$ cat src/rtl/alu_bist_ctrl.sv
// Self-test sequencer for the MyALU / MyALU2 pair.
// LFSR operands, opcode sweep 0..7, response compare and error log.
module alu_bist_ctrl #(
  parameter int              WIDTH      = 16,
  parameter int              VEC_PER_OP = 2,
  parameter logic [WIDTH-1:0] SEED      = 16'hACE1,
  parameter int              SETTLE     = 1
) (
  input  logic             clk,
  input  logic             rst_n,
  input  logic             start,
  output logic [WIDTH-1:0] in_m,
  output logic [WIDTH-1:0] in_n,
  output logic             in_c,
  output logic [2:0]       opc,
  input  logic [WIDTH-1:0] f1,
  input  logic             zer1,
  input  logic             neg1,
  input  logic [WIDTH-1:0] f2,
  input  logic             zer2,
  input  logic             neg2,
  output logic             busy,
  output logic             done,
  output logic             pass,
  output logic [7:0]       err_count,
  output logic [7:0]       first_err_idx,
  output logic             first_err_valid
);

  localparam int CW = (SETTLE < 2) ? 1 : $clog2(SETTLE + 1);

  typedef enum logic [2:0] {
    S_IDLE,
    S_LOAD,
    S_WAIT,
    S_CHECK,
    S_DONE
  } state_t;

  state_t           r_state;
  logic [WIDTH-1:0] r_lfsr;
  logic [4:0]       r_vec;
  logic [CW-1:0]    r_cnt;
  logic [WIDTH-1:0] r_in_m;
  logic [WIDTH-1:0] r_in_n;
  logic             r_in_c;
  logic [2:0]       r_opc;
  logic             r_busy;
  logic             r_done;
  logic [7:0]       r_err;
  logic [7:0]       r_fei;
  logic             r_fev;

  logic [WIDTH-1:0] w_step1;
  logic [WIDTH-1:0] w_step2;
  logic             w_mis;
  logic             w_last_vec;
  logic [7:0]       w_idx;

  function automatic logic [WIDTH-1:0] f_step(
    input logic [WIDTH-1:0] x
  );
    return {x[WIDTH-2:0],
            x[WIDTH-1] ^ x[WIDTH-3] ^ x[WIDTH-4] ^ x[WIDTH-6]};
  endfunction

  // Operand generation and response compare are pure functions of state.
  always_comb begin
    w_step1    = f_step(r_lfsr);
    w_step2    = f_step(w_step1);
    w_mis      = {f1, zer1, neg1} != {f2, zer2, neg2};
    w_last_vec = (r_vec == 5'(VEC_PER_OP - 1));
    w_idx      = 8'(r_opc) * 8'(VEC_PER_OP) + 8'(r_vec);
  end

  // Sequencer: one FSM owns every register so outputs stay glitch-free.
  always_ff @(posedge clk) begin
    if (!rst_n) begin
      r_state <= S_IDLE;
      r_lfsr  <= '0;
      r_vec   <= '0;
      r_cnt   <= '0;
      r_in_m  <= '0;
      r_in_n  <= '0;
      r_in_c  <= 1'b0;
      r_opc   <= '0;
      r_busy  <= 1'b0;
      r_done  <= 1'b0;
      r_err   <= '0;
      r_fei   <= '0;
      r_fev   <= 1'b0;
    end else begin
      unique case (r_state)
        S_IDLE, S_DONE: begin
          if (start) begin
            r_opc   <= '0;
            r_vec   <= '0;
            r_lfsr  <= SEED;
            r_err   <= '0;
            r_fev   <= 1'b0;
            r_fei   <= '0;
            r_busy  <= 1'b1;
            r_done  <= 1'b0;
            r_state <= S_LOAD;
          end
        end
        S_LOAD: begin
          r_in_m  <= r_lfsr;
          r_in_n  <= w_step1;
          r_in_c  <= w_step1[WIDTH-1];
          r_lfsr  <= w_step2;
          r_cnt   <= CW'(SETTLE);
          r_state <= S_WAIT;
        end
        S_WAIT: begin
          r_cnt <= r_cnt - 1'b1;
          if (r_cnt == CW'(1)) r_state <= S_CHECK;
        end
        S_CHECK: begin
          if (w_mis) begin
            if (r_err != 8'hFF) r_err <= r_err + 8'd1;
            if (!r_fev) begin
              r_fev <= 1'b1;
              r_fei <= w_idx;
            end
          end
          if (w_last_vec && r_opc == 3'd7) begin
            r_busy  <= 1'b0;
            r_done  <= 1'b1;
            r_state <= S_DONE;
          end else if (w_last_vec) begin
            r_vec   <= '0;
            r_opc   <= r_opc + 3'd1;
            r_state <= S_LOAD;
          end else begin
            r_vec   <= r_vec + 5'd1;
            r_state <= S_LOAD;
          end
        end
        default: r_state <= S_IDLE;
      endcase
    end
  end

  // Output mapping; pass is derived from the registered result.
  always_comb begin
    in_m            = r_in_m;
    in_n            = r_in_n;
    in_c            = r_in_c;
    opc             = r_opc;
    busy            = r_busy;
    done            = r_done;
    err_count       = r_err;
    first_err_idx   = r_fei;
    first_err_valid = r_fev;
    pass            = r_done & (r_err == 8'd0);
  end

endmodule

$ cat config.mk
export PLATFORM = sky130hd
export DESIGN_NAME = alu_bist_ctrl
export DESIGN_NICKNAME = d
export VERILOG_FILES = /design/src/rtl/alu_bist_ctrl.sv
export SDC_FILE = /design/constraint.sdc
export NUM_CORES = 1
export LEC_CHECK = 0
export BUFFER_PORTS_ARGS = -buffer_cell sky130_fd_sc_hd__buf_4
export CORE_MARGIN = 1.5
export CORE_UTILIZATION = 55
export CTS_CLUSTER_DIAMETER = 80
export DETAILED_ROUTE_END_ITERATION = 6
export MAX_ROUTING_LAYER = met4
export PLACE_DENSITY_LB_ADDON = 0.1
export SLEW_MARGIN = 20
export SYNTH_ARGS = -nofsm -noshare
export SYNTH_HDL_FRONTEND = slang
export SYNTH_SLANG_ARGS = --single-unit
$ cat constraint.sdc
create_clock -name clk -period 6.3 [get_ports clk]
set_clock_uncertainty 0.2 [all_clocks]
set_input_delay 0.315 -clock clk [delete_from_list [all_inputs] [get_ports clk]]
set_output_delay 0.315 -clock clk [all_outputs]
set_load 0.05 [all_outputs]
==> results of run 1 <==
-- per-layer routing --
| metal | global-route usage | share of wire | vias to the layer above |
|---|---|---|---|
| met3 | 0.0744 | 0.075 | 7 |
| met4 | 0.0714 | 0.0093 | 0 |
| li1 | - | - | 1319 |
| met5 | - | 0 | - |
| met2 | 0.351 | 0.46 | 89 |
| met1 | 0.272 | 0.45 | 1193 |
-- registers in the layout, indices dropped and copies added, names as in the netlist --
name	flops
busy	1
in_n	1
done	1
first_err_valid	1
in_m	16
r_vec	5
r_state	3
opc	3
first_err_idx	6
err_count	8
r_cnt	1
r_lfsr	16
-- how the worst max path moves through the flow --
| stage | cells past startpoint | slack [ps] | startpoint | to |
|---|---|---|---|---|
| 2_1_floorplan | 7 | 4030 | err_count[0] | err_count[2] |
| 3_3_place_gp | 7 | 4100 | f2[2] | first_err_idx[0] |
| 3_5_place_dp | 4 | 4070 | r_state[0] | r_lfsr[0] |
| 4_1_cts | 4 | 4050 | r_state[0] | r_lfsr[0] |
| 5_1_grt | 4 | 3750 | r_state[0] | r_lfsr[0] |
| 6_report | 4 | 4040 | r_state[0] | r_lfsr[0] |
-- placed cells by master (no fill, tap or decap), types with 2 or more instances in the layout --
cell        netlist  layout
bufinv_16         0       2
nand2_1          72      72
o221a_2           7       7
inv_1             7       7
dfxtp_1          62      62
and3_4            2       2
ha_1              9       9
mux2i_1          11      11
nor3_1            6       6
nand4_1           6       6
clkinvlp_4        0       2
and3_1            5       5
nand2b_1          3       3
xnor2_1          23      23
o21ai_0           6       6
nand3b_1          3       3
a21o_1            3       3
conb_1            1       2
a21boi_1          8       8
or4_1             2       2
nor2_1           13      13
and2_1            6       6
buf_4            18      92
nand3_1           9       9
a21boi_0         21      21
a21oi_1           7       7
xor2_1            8       8
clkbuf_8          0       9
-- tightest hold or removal path, cell delays in order --
cell and delay, ps:
buf_4 90, nand3b_1 90, a21boi_0 70
-- kinds of logic after synthesis --
family	after synthesis
AND/OR/NAND/NOR	136
flip-flops	62
AO/OA/AOI/OAI	58
buffers and inverters	43
XOR/XNOR	31
multiplexers	12
adder cells (fa/ha/maj)	10
other	1
-- report_power, final --
group | internal [mW] | total (mW) | switching [mW]
clock | 0.224 | 0.389 | 0.165
combinational | 0.0656 | 0.162 | 0.0960
sequential | 0.413 | 0.432 | 0.0193
-- stage by stage --
step                worst slack (ps)  cells  area, um2
detailed placement              4070    482       3660
CTS                             4050    498       3880
finish                          4040    498       3880
global placement                4100    482       3660
global route                    3750    498       3880
floorplan                       4030    354       3100
-- cell type report --
cell class	instances	area, um2
multi-input cells	249	1610
fillers	452	1590
flip-flops and latches	62	1240
repair buffers	92	691
clock buffers	9	124
clock inverters	7	97.6
well taps	72	90.1
inverters	7	26.3
==> results.md, run 1 <==
- Status: finished clean
- Nets@finish: 470
- Initial antenna violation count: 0
- Worst path top cell family by delay: simple AND/OR/NAND/NOR gates
- Layout cells sized above 1: 0.282
- Most common cell in the netlist: nand2_1
- CTS H-tree depth: 3
- Post-Synth Simple-Gate Area: 0.211
- F_max: 443 MHz
- Worst EP required: 6380 ps
- Synth cell count leaders: 72 x nand2_1, 62 x dfxtp_1, 23 x xnor2_1, 21 x a21boi_0, 18 x buf_4
- Vias in the first global route: 2329
- P_leak: 1.67 nW
- Top FF cell, synth: dfxtp_1
- Wire per inst: 12.6 um
- CP Launch Type: register
- Final WL: 6260 um
- XOR/XNOR Fraction of Synth Area: 0.0877
- Die H: 78.0 um
- Final hold violation count: 0
- Clk buf depth: 2
- Syn Std Cell Area: 0.00310 mm2
- Power Dens Cells: 253 mW/mm2
- Yosys top cell area share: 0.401
- Cells after Synth: 353
- Syn Area/Cell: 8.77 um2
- Post-CTS sizing: 0
- Die area: 0.00609 mm2
- Post-route setup TNS: 0 ps
- Crit Path Category: reg -> reg
- Post-CTS Repair Setup Buffers: 0
- CTS tree: yes
- Clk root buf: clkbuf_8
- RR Startpoint: r_state[0]
- Clk Latency, worst-skew pair: 350 ps
- RSZ-0062 raised after global routing: false
- Total Routing Usage GR: 0.223
- Num CTS Buffers: 9
- # setup viols final: 0
- Slowest stage delay, CP: 700 ps
- Gr ovfl total: 0
- Fin crit period: 2260 ps
- Post-route DRC: 0
- Core Util, Final: 0.709
- Synth Area in Adders: 0.0428
- Largest family of logic cells by synthesized area: simple AND/OR/NAND/NOR gates
- Top-Level Pins: 95
- Cts hold-fix bufs: 0
- R2R depth: 4
- Synth Area in Compound Gates: 0.138
- Min-delay src: start
- Worst Path Arrival: 2340 ps
- Synth Warn #: 0
- Max-Cap Viols: 0
- Period utilisation layout: 0.358
- Buf+Inv Stages, Crit Path: 0
- Min-Delay Endpoint: r_state[2]
- Hold Path Depth: 3
- Register area share after synthesis: 0.401
- Hold WC Path Type: in -> reg
- Slowest CP cell: nand3_1
- Vias/cell: 5.24
- Iteration-0 DRC Markers: 148
- Core Footprint: 0.00547 mm2
- Reg2Reg Capture Point: r_lfsr[0]
- Synth top area cells: dfxtp_1 40%, nand2_1 8.7%, xnor2_1 6.5%
- Max-slew headroom: 0.385
- Peak VDD IR: 115 uV
- EDFF count, synth: 0
- Reg2Reg Setup Slack: 4040 ps
- Slew at the pin with the worst max-slew slack: 920 ps
- Hold WS: 78.9 ps
- Area growth syn-to-layout: 25.4%
- ANT cells: 0
- Multiplexer share of the synthesized area: 0.0392
- Post-DP HPWL: 4510 um
- Die Width: 78.0 um
- Distinct cells, synth: 46
- DRT antenna net count: 0
- Initial Utilization: 0.566
- Largest net degree at the start of global routing: 57
- Clk pin slew, worst setup/hold paths: 70 ps
- Synth area leader: dfxtp_1
- Buffers on Ports: 92
- Ys async rst share: 0
- DR pass1 iterations: 6
- Worst-path fanout max: 25
- Register bit count reported by yosys: 62
- First-pass GRT wire length: 10500 um
- Via Count: 2608
- Num Clock Sinks: 62
- FP Rows: 27
- Power consumption: 0.982 mW
- Slew Limit Fails: 0
- Worst Setup End Kind: register
- Final Wtd Congestion: 0.808
- CP Cell Sequence: nand3_1 -> nand2_1 -> o21ai_0 -> a21oi_1
(Power assumes the default switching activity.)
==> run 2, diff against run 1 <==
- ABC_AREA: default -> 1
- CORE_UTILIZATION: 55 -> 52
- clock period: 6.3 -> 2.2 ns (I/O delays scaled with it)
==> run 2 against run 1 <==
Effect of this change: core utilization decreased by 2.3 points; wire length grew 15%; total power rose to 4.1 times the previous value; sequential share of layout area is 1.3 points lower; non-clock buffer count is 5 higher; synthesized cell count rose by 26%; clock-buffer cell count increased by 3; hold slack lost 33 ps; critical path type unchanged; largest power group is now combinational cells.
==> results.md, run 2 <==
- Finished layout cell area: 0.00404 mm2 (was 0.00388 mm2)
- Final hold violation count: 0 (unchanged)
- Clk buf depth: 2 (unchanged)
- Syn Std Cell Area: 0.00316 mm2 (was 0.00310 mm2)
- Pre-CTS setup slack: 245 ps (was 4070 ps)
- Gr ovfl total: 0 (unchanged)
- Layout cells sized above 1: 0.243 (was 0.282)
- Slew Limit Fails: 0 (unchanged)
- CTS H-tree depth: 3 (unchanged)
- DRT antenna net count: 0 (unchanged)
- Post-route DRC: 0 (unchanged)
- CTS tree: yes (unchanged)
- Cells after Synth: 445 (was 353)
- DR pass1 iterations: 5 (was 6)
- Final WL: 7210 um (was 6260 um)
- Power Dens Cells: 989 mW/mm2 (was 253 mW/mm2)
- Clk pin slew, worst setup/hold paths: 70 ps (about the same)
- Hold WC Path Type: in -> reg (unchanged)
- Via Count: 3029 (was 2608)
- Core Footprint: 0.00589 mm2 (was 0.00547 mm2)
- RSZ-0062 raised after global routing: false (unchanged)
- Total Routing Usage GR: 0.233 (was 0.223)
- Die area: 0.00656 mm2 (was 0.00609 mm2)
- Yosys top cell area share: 0.392 (was 0.401)
- F_max: 510 MHz (was 443 MHz)
- Final Wtd Congestion: 0.820 (was 0.808)
- Clk Latency, worst-skew pair: 340 ps (was 350 ps)
- Most common cell in the netlist: nand2_1 (unchanged)
- Distinct cells, synth: 33 (was 46)
- Peak VDD IR: 866 uV (was 115 uV)
- Register area share after synthesis: 0.392 (was 0.401)
- First-pass GRT wire length: 11400 um (was 10500 um)
- Synth cell count leaders: 99 x nand2_1, 62 x dfxtp_1, 55 x inv_1, 48 x a21oi_1, 44 x nor2_1 (was 72 x nand2_1, 62 x dfxtp_1, 23 x xnor2_1, 21 x a21boi_0, 18 x buf_4)
- P_leak: 1.90 nW (was 1.67 nW)
- Area growth syn-to-layout: 27.8% (was 25.4%)
- Largest net degree at the start of global routing: 28 (was 57)
- Nets@finish: 574 (was 470)
- Commonest cells after routing, fill and taps aside: 99 x nand2_1, 95 x buf_4, 62 x dfxtp_1, 55 x inv_1, 48 x a21oi_1 (was 92 x buf_4, 72 x nand2_1, 62 x dfxtp_1, 23 x xnor2_1, 21 x a21boi_0)
- Worst-path fanout max: 11 (was 25)
- Synth top area cells: dfxtp_1 39%, nand2_1 12%, a21oi_1 7.6% (was dfxtp_1 40%, nand2_1 8.7%, xnor2_1 6.5%)
- Num Clock Sinks: 62 (unchanged)
- Die Width: 81.0 um (was 78.0 um)
- Crit Path Category: reg -> reg (unchanged)
- Synth area leader: dfxtp_1 (unchanged)
- Top FF cell, synth: dfxtp_1 (unchanged)
- Fin crit period: 1960 ps (was 2260 ps)
- Slew at the pin with the worst max-slew slack: 551 ps (was 920 ps)
- Post-DP HPWL: 5300 um (was 4510 um)
- Period utilisation layout: 0.891 (was 0.358)
- Synth Warn #: 0 (unchanged)
- Max-Cap Viols: 0 (unchanged)
- Worst Setup End Kind: register (unchanged)
- Fin worst setup slack: 239 ps (was 4040 ps)
- Most common cell after layout, fill and taps aside: nand2_1 (was buf_4)
- Ys async rst share: 0 (unchanged)
- Max-slew headroom: 0.632 (was 0.385)
- Wire per inst: 11.9 um (was 12.6 um)
- Status: finished clean (unchanged)
- Syn Area/Cell: 7.11 um2 (was 8.77 um2)
- Register bit count reported by yosys: 62 (unchanged)
- Vias/cell: 5.01 (was 5.24)
- Clk root buf: clkbuf_8 (unchanged)
- ANT cells: 0 (unchanged)
- Buffers on Ports: 92 (unchanged)
- Iteration-0 DRC Markers: 110 (was 148)
- Worst EP required: 2220 ps (was 6380 ps)
- # setup viols final: 0 (unchanged)
- FP Rows: 28 (was 27)
- Num CTS Buffers: 9 (unchanged)
- Initial antenna violation count: 0 (unchanged)
- Die H: 81.0 um (was 78.0 um)
- Post-route setup TNS: 0 ps (unchanged)
- Top-Level Pins: 95 (unchanged)
- Post-placement cell area: 0.00381 mm2 (was 0.00366 mm2)
- EDFF count, synth: 0 (unchanged)
- Initial Utilization: 0.538 (was 0.566)
- Vias in the first global route: 2673 (was 2329)
- CP Launch Type: register (unchanged)
- Worst Path Arrival: 1980 ps (was 2340 ps)
## run 2: cell types whose count changed after synthesis, sizes merged, moves of 7 or more
cell and change:
mux2i -11, nor3 +9, xnor2 -15, nor2 +32, a21oi +41, nand3 +7, inv +55, nand2 +30
and3 -7, a21boi -29, o221a -7
## run 2: what timing repair did
item / in CTS / in global routing
resized for setup: 0 / 1
hold buffers: 1 / 0
buffers inserted: 0 / 0
setup endpoints to repair: 0 / 5
hold endpoints to repair: 17 / 0
## run 2: layout make-up
| class | instances | area, um2 |
|---|---|---|
| Clock buffer | 12 | 145 |
| Multi-Input combinational cell | 292 | 1510 |
| Sequential cell | 62 | 1240 |
| Clock inverter | 4 | 70.1 |
| Timing Repair Buffer | 97 | 743 |
| Tap cell | 75 | 93.8 |
| Fill cell | 523 | 1840 |
| Inverter | 63 | 236 |
## run 2: power by group
part | internal [mW] | switching (mW) | total, mW
Combinational | 0.469 | 1.01 | 1.47
Sequential | 1.30 | 0.137 | 1.44
Clock | 0.666 | 0.421 | 1.09
## run 2: stage by stage
stage | util | hold slack [ps] | instances | total power [mW]
detailed placement | 0.648 | 233 | 588 | 2.93
global route | 0.687 | 107 | 605 | 4.23
finish | 0.687 | 46.4 | 605 | 4.00
CTS | 0.686 | 61.6 | 605 | 4.02
floorplan | - | 82.9 | 446 | 2.58
global placement | 0.648 | 231 | 588 | 2.90
## run 2: cells by family after synthesis
family | Yosys count | share of synthesized area
AO/OA/AOI/OAI | 66 | 0.109
XOR/XNOR | 17 | 0.0471
adder cells (fa/ha/maj) | 10 | 0.0419
buffers and inverters | 92 | 0.133
flip-flops | 62 | 0.392
other | 1 | 0.00119
AND/OR/NAND/NOR | 197 | 0.275
## run 2: critical path, stage by stage (launching register included)
cell      delay (ps)
dfxtp_1          370
inv_2             50
or2_4            250
nor2_8           160
inv_2            130
o21ai_2          290
nand2_2          130
nand2_1          190
a211oi_1          70
## run 2: metal layers
metal,vias up,wire (um),GRT usage
li1,1552,-,-
met1,1378,2940,0.248
met2,88,3700,0.419
met3,11,448,0.0461
met4,0,118,0.100
met5,-,0,-
## run 2: worst paths after layout
check                           depth (start not counted)  slack (ps)        from    endpoint
worst max-delay path                                    8         240  r_state[1]    r_vec[1]
worst min register to register                          2         260     in_m[5]     in_m[5]
worst min-delay path                                    6          50       start  r_state[2]
worst max register to register                          8         240  r_state[1]    r_vec[1]
